--- src/rtl/rattlesnake_trap_ctl_pkg.sv ---
// Shared definitions for the rattlesnake trap controller: FSM states, interrupt
// cause codes, mtvec modes and the captured trap record.
package rattlesnake_trap_ctl_pkg;

    typedef enum logic [1:0] {
        ST_IDLE  = 2'd0,
        ST_TRAP  = 2'd1,
        ST_REDIR = 2'd2,
        ST_DRAIN = 2'd3
    } trap_state_e;

    localparam logic [3:0] IRQ_CODE_TIMER = 4'd7;
    localparam logic [3:0] IRQ_CODE_EXT   = 4'd11;

    localparam logic [1:0] MTVEC_MODE_DIRECT   = 2'b00;
    localparam logic [1:0] MTVEC_MODE_VECTORED = 2'b01;

    // Everything the CSR file needs for mcause/mepc/mtval, held until the next trap.
    typedef struct packed {
        logic        is_interrupt;
        logic [3:0]  code;
        logic [31:0] pc;
        logic [31:0] addr;
    } trap_info_t;

    function automatic logic [31:0] mtvec_base(input logic [31:0] mtvec);
        return {mtvec[31:2], 2'b00};
    endfunction

endpackage

--- src/rtl/rattlesnake_trap_ctl_if.sv ---
// Pipeline/CSR side of the trap controller; the controller uses the slave modport,
// the pipeline and CSR file (or a bench) use the master modport.
interface rattlesnake_trap_ctl_if;

    logic        instr_retire;
    logic [31:0] next_pc;
    logic        sync_exc_valid;
    logic [3:0]  sync_exc_code;
    logic [31:0] sync_exc_pc;
    logic [31:0] sync_exc_addr;
    logic        mret_valid;
    logic [31:0] mtvec_in;
    logic [31:0] mepc_in;
    logic        mie_in;
    logic        mtie_in;
    logic        meie_in;
    logic        mtip_in;
    logic        meip_in;

    logic        activate_exception;
    logic        is_interrupt;
    logic [3:0]  exception_code;
    logic [31:0] exception_PC;
    logic [31:0] exception_addr;
    logic        csr_mret_active;
    logic        redirect_valid;
    logic [31:0] redirect_pc;
    logic        stall_req;
    logic        in_handler;

    modport master (
        output instr_retire, next_pc, sync_exc_valid, sync_exc_code, sync_exc_pc,
               sync_exc_addr, mret_valid, mtvec_in, mepc_in, mie_in, mtie_in,
               meie_in, mtip_in, meip_in,
        input  activate_exception, is_interrupt, exception_code, exception_PC,
               exception_addr, csr_mret_active, redirect_valid, redirect_pc,
               stall_req, in_handler
    );

    modport slave (
        input  instr_retire, next_pc, sync_exc_valid, sync_exc_code, sync_exc_pc,
               sync_exc_addr, mret_valid, mtvec_in, mepc_in, mie_in, mtie_in,
               meie_in, mtip_in, meip_in,
        output activate_exception, is_interrupt, exception_code, exception_PC,
               exception_addr, csr_mret_active, redirect_valid, redirect_pc,
               stall_req, in_handler
    );

endinterface

--- src/rtl/rattlesnake_trap_target.sv ---
// Trap-entry fetch target from mtvec. Define TRAP_VECTORED_EN to honour vectored
// mode for interrupts; otherwise every trap enters at the direct base.
module rattlesnake_trap_target
    import rattlesnake_trap_ctl_pkg::*;
(
    input  logic [31:0] mtvec_i,
    input  logic [3:0]  code_i,
    input  logic        is_interrupt_i,
    output logic [31:0] target_pc_o
);

`ifdef TRAP_VECTORED_EN
    always_comb begin
        target_pc_o = mtvec_base(mtvec_i);
        // Exceptions always land on the base, even with a vectored mtvec.
        if ((mtvec_i[1:0] == MTVEC_MODE_VECTORED) && is_interrupt_i) begin
            target_pc_o = mtvec_base(mtvec_i) + {26'd0, code_i, 2'b00};
        end
    end
`else
    logic unused_target_inputs;

    assign target_pc_o          = mtvec_base(mtvec_i);
    assign unused_target_inputs = ^{code_i, is_interrupt_i};
`endif

endmodule

--- src/rtl/rattlesnake_trap_ctl.sv ---
// Trap controller: arbitrates exceptions, interrupts and MRET, drives the CSR
// pulses, the fetch redirect and the pipeline stall. Optional macro: TRAP_VECTORED_EN.
module rattlesnake_trap_ctl
    import rattlesnake_trap_ctl_pkg::*;
#(
    parameter int unsigned DRAIN_CYCLES = 2
) (
    input  logic                         clk,
    input  logic                         reset_n,
    input  logic                         sync_reset,
    rattlesnake_trap_ctl_if.slave        bus
);

    localparam logic [3:0] DRAIN_LOAD = 4'(DRAIN_CYCLES);

    trap_state_e state_q;
    logic [3:0]  drain_cnt_q;
    logic        in_handler_q;
    logic        activate_q;
    logic        mret_active_q;
    logic        redirect_valid_q;
    logic [31:0] redirect_pc_q;
    logic        stall_q;
    trap_info_t  trap_q;
    trap_info_t  trap_d;
    logic        take_trap;
    logic        irq_gate;
    logic [31:0] target_pc_d;

    // Interrupts are only taken at an instruction boundary and never inside the handler.
    assign irq_gate = bus.mie_in & bus.instr_retire & ~in_handler_q;

    // NOTE: defaults first so every path assigns take_trap/trap_d and no latch is inferred.
    always_comb begin
        take_trap = 1'b1;
        trap_d    = trap_q;
        if (bus.sync_exc_valid) begin
            trap_d = '{is_interrupt: 1'b0, code: bus.sync_exc_code,
                       pc: bus.sync_exc_pc, addr: bus.sync_exc_addr};
        end else if (irq_gate & bus.meie_in & bus.meip_in) begin
            trap_d = '{is_interrupt: 1'b1, code: IRQ_CODE_EXT, pc: bus.next_pc, addr: '0};
        end else if (irq_gate & bus.mtie_in & bus.mtip_in) begin
            trap_d = '{is_interrupt: 1'b1, code: IRQ_CODE_TIMER, pc: bus.next_pc, addr: '0};
        end else begin
            take_trap = 1'b0;
        end
    end

    rattlesnake_trap_target u_target (
        .mtvec_i        (bus.mtvec_in),
        .code_i         (trap_q.code),
        .is_interrupt_i (trap_q.is_interrupt),
        .target_pc_o    (target_pc_d)
    );

    // NOTE: non-blocking assignments throughout so every register samples pre-edge values.
    always_ff @(posedge clk or negedge reset_n) begin
        if (!reset_n) begin
            state_q          <= ST_IDLE;
            drain_cnt_q      <= '0;
            in_handler_q     <= 1'b0;
            activate_q       <= 1'b0;
            mret_active_q    <= 1'b0;
            redirect_valid_q <= 1'b0;
            redirect_pc_q    <= '0;
            stall_q          <= 1'b0;
            trap_q           <= '0;
        end else if (sync_reset) begin
            state_q          <= ST_IDLE;
            drain_cnt_q      <= '0;
            in_handler_q     <= 1'b0;
            activate_q       <= 1'b0;
            mret_active_q    <= 1'b0;
            redirect_valid_q <= 1'b0;
            redirect_pc_q    <= '0;
            stall_q          <= 1'b0;
            trap_q           <= '0;
        end else begin
            activate_q       <= 1'b0;
            mret_active_q    <= 1'b0;
            redirect_valid_q <= 1'b0;
            case (state_q)
                ST_IDLE: begin
                    if (take_trap) begin
                        trap_q       <= trap_d;
                        activate_q   <= 1'b1;
                        in_handler_q <= 1'b1;
                        stall_q      <= 1'b1;
                        state_q      <= ST_TRAP;
                    end else if (bus.mret_valid) begin
                        mret_active_q    <= 1'b1;
                        redirect_valid_q <= 1'b1;
                        redirect_pc_q    <= bus.mepc_in;
                        in_handler_q     <= 1'b0;
                        stall_q          <= 1'b1;
                        state_q          <= ST_REDIR;
                    end
                end
                ST_TRAP: begin
                    redirect_valid_q <= 1'b1;
                    redirect_pc_q    <= target_pc_d;
                    state_q          <= ST_REDIR;
                end
                ST_REDIR: begin
                    drain_cnt_q <= DRAIN_LOAD;
                    state_q     <= ST_DRAIN;
                end
                ST_DRAIN: begin
                    if (drain_cnt_q <= 4'd1) begin
                        drain_cnt_q <= '0;
                        stall_q     <= 1'b0;
                        state_q     <= ST_IDLE;
                    end else begin
                        drain_cnt_q <= drain_cnt_q - 4'd1;
                    end
                end
                default: begin
                    stall_q <= 1'b0;
                    state_q <= ST_IDLE;
                end
            endcase
        end
    end

    assign bus.activate_exception = activate_q;
    assign bus.is_interrupt       = trap_q.is_interrupt;
    assign bus.exception_code     = trap_q.code;
    assign bus.exception_PC       = trap_q.pc;
    assign bus.exception_addr     = trap_q.addr;
    assign bus.csr_mret_active    = mret_active_q;
    assign bus.redirect_valid     = redirect_valid_q;
    assign bus.redirect_pc        = redirect_pc_q;
    assign bus.stall_req          = stall_q;
    assign bus.in_handler         = in_handler_q;

endmodule

--- src/flat_wrapper.sv ---
// flat-port wrapper written by rule: the top's interface ports become plain ports
module rattlesnake_trap_ctl_flat import rattlesnake_trap_ctl_pkg::*;
#(
    parameter int unsigned DRAIN_CYCLES = 2
)
  (clk, reset_n, sync_reset, bus_instr_retire, bus_next_pc, bus_sync_exc_valid, bus_sync_exc_code, bus_sync_exc_pc, bus_sync_exc_addr, bus_mret_valid, bus_mtvec_in, bus_mepc_in, bus_mie_in, bus_mtie_in, bus_meie_in, bus_mtip_in, bus_meip_in, bus_activate_exception, bus_is_interrupt, bus_exception_code, bus_exception_PC, bus_exception_addr, bus_csr_mret_active, bus_redirect_valid, bus_redirect_pc, bus_stall_req, bus_in_handler);
  rattlesnake_trap_ctl_if bus_i ();
  input  logic clk;
  input  logic reset_n;
  input  logic sync_reset;
  input wire logic [$bits(bus_i.instr_retire)-1:0] bus_instr_retire;
  input wire logic [$bits(bus_i.next_pc)-1:0] bus_next_pc;
  input wire logic [$bits(bus_i.sync_exc_valid)-1:0] bus_sync_exc_valid;
  input wire logic [$bits(bus_i.sync_exc_code)-1:0] bus_sync_exc_code;
  input wire logic [$bits(bus_i.sync_exc_pc)-1:0] bus_sync_exc_pc;
  input wire logic [$bits(bus_i.sync_exc_addr)-1:0] bus_sync_exc_addr;
  input wire logic [$bits(bus_i.mret_valid)-1:0] bus_mret_valid;
  input wire logic [$bits(bus_i.mtvec_in)-1:0] bus_mtvec_in;
  input wire logic [$bits(bus_i.mepc_in)-1:0] bus_mepc_in;
  input wire logic [$bits(bus_i.mie_in)-1:0] bus_mie_in;
  input wire logic [$bits(bus_i.mtie_in)-1:0] bus_mtie_in;
  input wire logic [$bits(bus_i.meie_in)-1:0] bus_meie_in;
  input wire logic [$bits(bus_i.mtip_in)-1:0] bus_mtip_in;
  input wire logic [$bits(bus_i.meip_in)-1:0] bus_meip_in;
  output wire logic [$bits(bus_i.activate_exception)-1:0] bus_activate_exception;
  output wire logic [$bits(bus_i.is_interrupt)-1:0] bus_is_interrupt;
  output wire logic [$bits(bus_i.exception_code)-1:0] bus_exception_code;
  output wire logic [$bits(bus_i.exception_PC)-1:0] bus_exception_PC;
  output wire logic [$bits(bus_i.exception_addr)-1:0] bus_exception_addr;
  output wire logic [$bits(bus_i.csr_mret_active)-1:0] bus_csr_mret_active;
  output wire logic [$bits(bus_i.redirect_valid)-1:0] bus_redirect_valid;
  output wire logic [$bits(bus_i.redirect_pc)-1:0] bus_redirect_pc;
  output wire logic [$bits(bus_i.stall_req)-1:0] bus_stall_req;
  output wire logic [$bits(bus_i.in_handler)-1:0] bus_in_handler;
  assign bus_i.instr_retire = bus_instr_retire;
  assign bus_i.next_pc = bus_next_pc;
  assign bus_i.sync_exc_valid = bus_sync_exc_valid;
  assign bus_i.sync_exc_code = bus_sync_exc_code;
  assign bus_i.sync_exc_pc = bus_sync_exc_pc;
  assign bus_i.sync_exc_addr = bus_sync_exc_addr;
  assign bus_i.mret_valid = bus_mret_valid;
  assign bus_i.mtvec_in = bus_mtvec_in;
  assign bus_i.mepc_in = bus_mepc_in;
  assign bus_i.mie_in = bus_mie_in;
  assign bus_i.mtie_in = bus_mtie_in;
  assign bus_i.meie_in = bus_meie_in;
  assign bus_i.mtip_in = bus_mtip_in;
  assign bus_i.meip_in = bus_meip_in;
  assign bus_activate_exception = bus_i.activate_exception;
  assign bus_is_interrupt = bus_i.is_interrupt;
  assign bus_exception_code = bus_i.exception_code;
  assign bus_exception_PC = bus_i.exception_PC;
  assign bus_exception_addr = bus_i.exception_addr;
  assign bus_csr_mret_active = bus_i.csr_mret_active;
  assign bus_redirect_valid = bus_i.redirect_valid;
  assign bus_redirect_pc = bus_i.redirect_pc;
  assign bus_stall_req = bus_i.stall_req;
  assign bus_in_handler = bus_i.in_handler;
  rattlesnake_trap_ctl #(.DRAIN_CYCLES(DRAIN_CYCLES)) u_core (.clk(clk), .reset_n(reset_n), .sync_reset(sync_reset), .bus(bus_i));
endmodule
--- config.mk ---
export PLATFORM = sky130hd
export DESIGN_NAME = rattlesnake_trap_ctl_flat
export DESIGN_NICKNAME = d
export VERILOG_FILES = /design/src/rtl/rattlesnake_trap_ctl_pkg.sv /design/src/rtl/rattlesnake_trap_ctl_if.sv /design/src/rtl/rattlesnake_trap_target.sv /design/src/rtl/rattlesnake_trap_ctl.sv /design/src/flat_wrapper.sv
export SDC_FILE = /design/constraint.sdc
export NUM_CORES = 1
export LEC_CHECK = 0
export CORE_MARGIN = 1.5
export CORE_UTILIZATION = 41
export CTS_CLUSTER_SIZE = 40
export DETAILED_ROUTE_END_ITERATION = 7
export GPL_TIMING_DRIVEN = 0
export PLACE_DENSITY_LB_ADDON = 0.08
export SYNTH_ARGS = -nofsm -noshare
export SYNTH_HDL_FRONTEND = slang
export SYNTH_HIERARCHICAL = 1
export SYNTH_SLANG_ARGS = --single-unit
--- constraint.sdc ---
create_clock -name clk -period 2.3 [get_ports clk]
set_input_delay 0.46 -clock clk [delete_from_list [all_inputs] [get_ports clk]]
set_output_delay 0.46 -clock clk [all_outputs]
set_load 0.02 [all_outputs]
# Word-level counts from Yosys, hierarchy flattened
# Cells that the tools add are included.
[totals] regBits=112 input_bits=175 output_inout_bits=106 elab_cells=80
[classes] addsub=1 magnitude_cmp=1 n_eq_ne=7 mux=39 bitwise=7 reduce_logical=13
[ops] op="$mux 69" count=6
[ops] op="$mux 32" count=3
[ops] op="$pmux 32 s2" count=1
[ops] op="$mux 1" count=19
[ops] op="$reduce_bool 3->1" count=4
[ops] op="$reduce_and 3->1" count=3
[ops] op="$mux 2" count=4
[ops] op="$mux 4" count=2
[ops] op="$pmux 2 s4" count=1
[ops] op="$pmux 4 s2" count=1
[ops] op="$and 1x1->1" count=6
[ops] op="$ne 3x3->1 const B" count=2
[ops] op="$eq 2x2->1 const B" count=2
[ops] op="$le 4x1->1 const B" count=1
[ops] op="$ne 4x3->1 const B" count=1
[ops] op="$pmux 1 s2" count=2
[ops] op="$reduce_and 2->1" count=2
[ops] op="$reduce_bool 2->1" count=2
[ops] op="$reduce_bool 4->1" count=1
[ops] op="$sub 4x1->4 const B" count=1
[ops] op="$ne 3x2->1 const B" count=1
[ops] op="$eq 2x1->1 const B" count=1
[ops] op="$logic_not 2->1" count=1
[ops] op="$not 1->1" count=1

# Logic depth before layout (Yosys ltp)
[depth] word_depth=10 ltp_mapped=9 ltp_nobuf=7

# Cells and area by module
# Netlist, hierarchy kept.
[by_module_without_submodules] mod="rattlesnake_trap_ctl" instances=1 cells_each=481 area_each_um2=5604.1 seq_area_each_um2=2802.7
[by_module_without_submodules] mod="rattlesnake_trap_target" instances=1 cells_each=33 area_each_um2=244.0 seq_area_each_um2=0.0

# Worst setup path after synthesis
# No wires, ideal clock.
[synth_path] kind="reg-to-reg" from="register u_core.state_q[1]" to="register u_core.redirect_pc_q[0] (netlist: u_core/bus.redirect_pc[0])" setup_time_ps=126 t_arrival_ps=1717 required_time_ps=2174 path_slack_ps=457 stages_incl_launch_ff=7 n_path_buf=2 synth_period_minus_slack_ps=1843 cell_sequence="dfrtp_1 inv_1 ha_1 buf_6 clkbuf_1 mux2_2 a221o_1"
[synth_via] elab_chain_len=3 elab_cells_between_ends=8 cone_classes="eq/ne (3); mux (2); reduce/logical (3)"
[synth_rtl] item="from (decl)" line_no="rattlesnake_trap_ctl.sv:16" text="trap_state_e state_q;"
[synth_rtl] item="from (signal assigned)" line_no="rattlesnake_trap_ctl.sv:59" text="state_q <= ST_IDLE;"
[synth_rtl] item="from (signal assigned)" line_no="rattlesnake_trap_ctl.sv:69" text="state_q <= ST_IDLE;"
[synth_rtl] item="from (signal assigned)" line_no="rattlesnake_trap_ctl.sv:89" text="state_q <= ST_TRAP;"
[synth_rtl] item="$eq 2x1->1 / $logic_not 2->1 (equally long branches)" line_no="rattlesnake_trap_ctl.sv:82" text="case (state_q)"
[synth_rtl] item="$pmux 32 s2, or another cell as far along" line_no="rattlesnake_trap_ctl.sv:82"
[synth_rtl] item="$mux 32 / $reduce_and 3->1 (equally long branches)"
[synth_rtl] item="to (signal assigned)" line_no="rattlesnake_trap_ctl.sv:93" text="redirect_pc_q <= bus.mepc_in;"
[synth_rtl] item="to (signal assigned)" line_no="rattlesnake_trap_ctl.sv:101" text="redirect_pc_q <= target_pc_d;"
[synth_rtl] item="to (decl)" line_no="rattlesnake_trap_ctl.sv:22" text="logic [31:0] redirect_pc_q;"
# Several ways; a longest one is shown, not always the timed one.
# A chain may end at the register's enable or synchronous reset.

# Worst setup path after layout
[layout_path] from="register u_core.state_q[1]" to="register u_core.redirect_pc_q[6] (netlist: u_core/bus.redirect_pc[6])"
# Same word-level chain as after synthesis.

==> flow_summary.yaml <==
cells_and_area:
  fin_nets: 955
  layout_commonest_cell: "clkdlybuf4s50_1"
  diodes: 0
  fin_area_sq_mm: 0.00890
  layout-drive-gt1-share: 0.178
  synthToLayoutAreaGrowth_pct: 52.2
  mostFrequentLayoutCells: "clkdlybuf4s50_1 (246), dfrtp_1 (112), o21ai_0 (41)"
  final_util: 0.641
clock_network:
  cts-root-buf: "clkbuf_16"
  clk_path_buf_depth: 2
  clkLatencyLatePin_ps: 350
  cts_made_buffers: 9
  htreeDepth: 3
  post_cts_buffers: 0
  cts_tree: "done"
  cts.reportedPaths.clkPinSlew_ps: 80
  clock-sinks: 112
  cts_hold_buf: 0
  cts_resized: 0
global_routing:
  grt_usage: 0.234
  grt_pass1_wl_um: 27400
  overflow: 0
  grt_max_degree: 61
  antenna_found_initial: 0
  grt_pass1_vias: 5178
synthesis:
  synth_flop_cell: "dfrtp_1"
  synthDominantCellAreaShare: 0.479
  yosysTopAreaCell: "dfrtp_1"
  yosys-top-cells-area: "dfrtp_1 (48%), mux2_2 (6.2%), mux2i_1 (5.8%), a221o_1 (5.5%), a22o_1 (4.9%)"
  avgSynthCellArea_sq_um: 11.4
  postSynth.asyncResetShare: 1.00
  syn_inst: 514
  ys_seq_area_frac: 0.479
  yosysWarnings: 6
  synth_edf_count: 0
  syn_area_sq_mm: 0.00585
  synth.distinct_cells: 41
  ys_seq_elements: 112
floorplan:
  initial_core_util: 0.421
  core_area_sq_mm: 0.0139
  die_w_um: 122
  ios: 281
  die_area_sq_mm: 0.0150
  rows: 43
  die_y_um: 122
drt:
  first_pass_iters: 5
  num_vias: 5147
  viasPerCell: 5.37
  wirelength_um: 17700
  drc: 0
  drt-wirelength-per-cell_um: 18.5
  dr.first_iter.drc_count: 298
  ant_nets: 0
job:
  max_cap_viol_count: 0
power:
  vdd_drop_max_v: 0.000388
  p_total_uw: 8480
  p_per_area_mw_per_mm2: 953
  leakagePower_uw: 0.00392
  switching_share: 0.369
  power_frac_seq: 0.330
  power.share.combinational: 0.471
  p_switching_uw: 3130
  power_frac_clock: 0.198
  intPower_uw: 5350
setup_path:
  path_cells: "inv_1 -> ha_1 -> buf_6 -> clkbuf_1 -> mux2_2 -> a221o_1"
  cp.buffers_inverters: 3
  path_max_fanout: 10
  worstSetupStartpointType: "register"
  worstPathArrival_ps: 2380
  cp.required_ps: 2530
  crit_family: "buffers and inverters"
  critPathMaxStageDelay_ps: 470
  critPathSlowestCell: "clkbuf_1"
  worstSetupPathType: "reg -> reg"
  end_kind: "register"
min_path:
  hold_class: "in -> async"
outcome:
  status: "completed"
timing:
  period_share: 0.934
  setup_viol: 0
  final_hold_viol_count: 0
  slew_headroom: 0.604
  setup_ws_ps: 151
  fin_skew_ps: 5.60
  slew_viol_final: 0
  fmax_mhz: 465
  period_minus_slack_ps: 2150
  hold_slack_ps: 69.5
  tightestPinTransition_ps: 594
  rsz0062_at_grt: "false"
placement:
  port_buffers: 247
  gp_congestion: 0.804
  dp_slack_ps: 65.8
  dp_hpwl_um: 13400
  place_area_sq_mm: 0.00858
[worst paths after layout]
kind                                             start                     endpoint  slack, ps  cells past startpoint
max                                  u_core/state_q[1]    u_core/bus.redirect_pc[6]        150                      6
min                                            reset_n    u_core/bus.redirect_pc[0]         70                      1
max reg2reg                          u_core/state_q[1]    u_core/bus.redirect_pc[6]        150                      6
min reg2reg                u_core/bus.exception_PC[15]  u_core/bus.exception_PC[15]        480                      2
max in group asynchronous                      reset_n   u_core/bus.exception_PC[7]       1550                      2
min in group clk                       bus_mtvec_in[8]    u_core/bus.redirect_pc[8]        470                      3
[power groups by stage]
stage          clock network, uW  logic (uW)  registers, uW
2_1_floorplan                  0        1730           3360
4_1_cts                     1730        4030           2800
5_1_grt                     1800        4270           2870
6_report                    1680        4000           2800
3_3_place_gp                   0        3930           2810
3_5_place_dp                   0        4000           2840
[layer usage]
metal | track usage | wire [um] | up-vias
met4 | 0.0908 | 510 | 0
met1 | 0.297 | 7110 | 2514
met5 | 0 | 0 | -
met2 | 0.393 | 8800 | 217
li1 | - | - | 2381
met3 | 0.0460 | 1290 | 35
[flip-flops by register name (all words and copies together), names as in the netlist]
register and count:
u_core/bus.exception_PC 32, u_core/bus.is_interrupt 1, u_core/bus.in_handler 1, u_core/drain_cnt_q 4, u_core/bus.csr_mret_active 1, u_core/bus.redirect_valid 1
u_core/bus.exception_code 4, u_core/bus.activate_exception 1, u_core/bus.redirect_pc 32, u_core/bus.exception_addr 32, u_core/bus.stall_req 1, u_core/state_q 2
[final cells by class]
type | count | area (sq um)
sequential | 112 | 2800
tap | 180 | 225
multi-input combinational | 321 | 2490
clock inverter | 6 | 85.1
fill | 1148 | 4980
timing repair buffer | 248 | 2500
inverter | 8 | 32.5
clock buffer | 10 | 239
buffer | 74 | 527
[cell families after synthesis]
kind of cell,Yosys count,synth area share
other,1,0.000641
buffers and inverters,82,0.0956
muxes,67,0.124
adders and majority gates,6,0.0128
xor gates and xnor gates,1,0.00150
DFF,112,0.479
and+or+nand+nor,92,0.0715
AOI/OAI and AO/OA,153,0.215
[synthesized netlist by cell type, types with 6 or more instances]
| master | n |
|---|---|
| a221o_1 | 32 |
| a22o_1 | 33 |
| a22oi_1 | 23 |
| a22oi_2 | 10 |
| buf_2 | 22 |
| buf_4 | 33 |
| buf_6 | 13 |
| clkbuf_1 | 6 |
| dfrtp_1 | 112 |
| ha_1 | 6 |
| inv_1 | 6 |
| mux2_2 | 32 |
| mux2i_1 | 34 |
| nand2_1 | 40 |
| nor2_1 | 38 |
| o21ai_0 | 41 |
[metrics by stage]
| step | setup TNS [ps] | instances |
|---|---|---|
| after floorplan | 0 | 515 |
| after global placement | -408700 | 942 |
| after detailed placement | 0 | 943 |
| after CTS | 0 | 959 |
| after global routing | 0 | 959 |
| final | 0 | 959 |
Power figures use the tool's default switching activity.
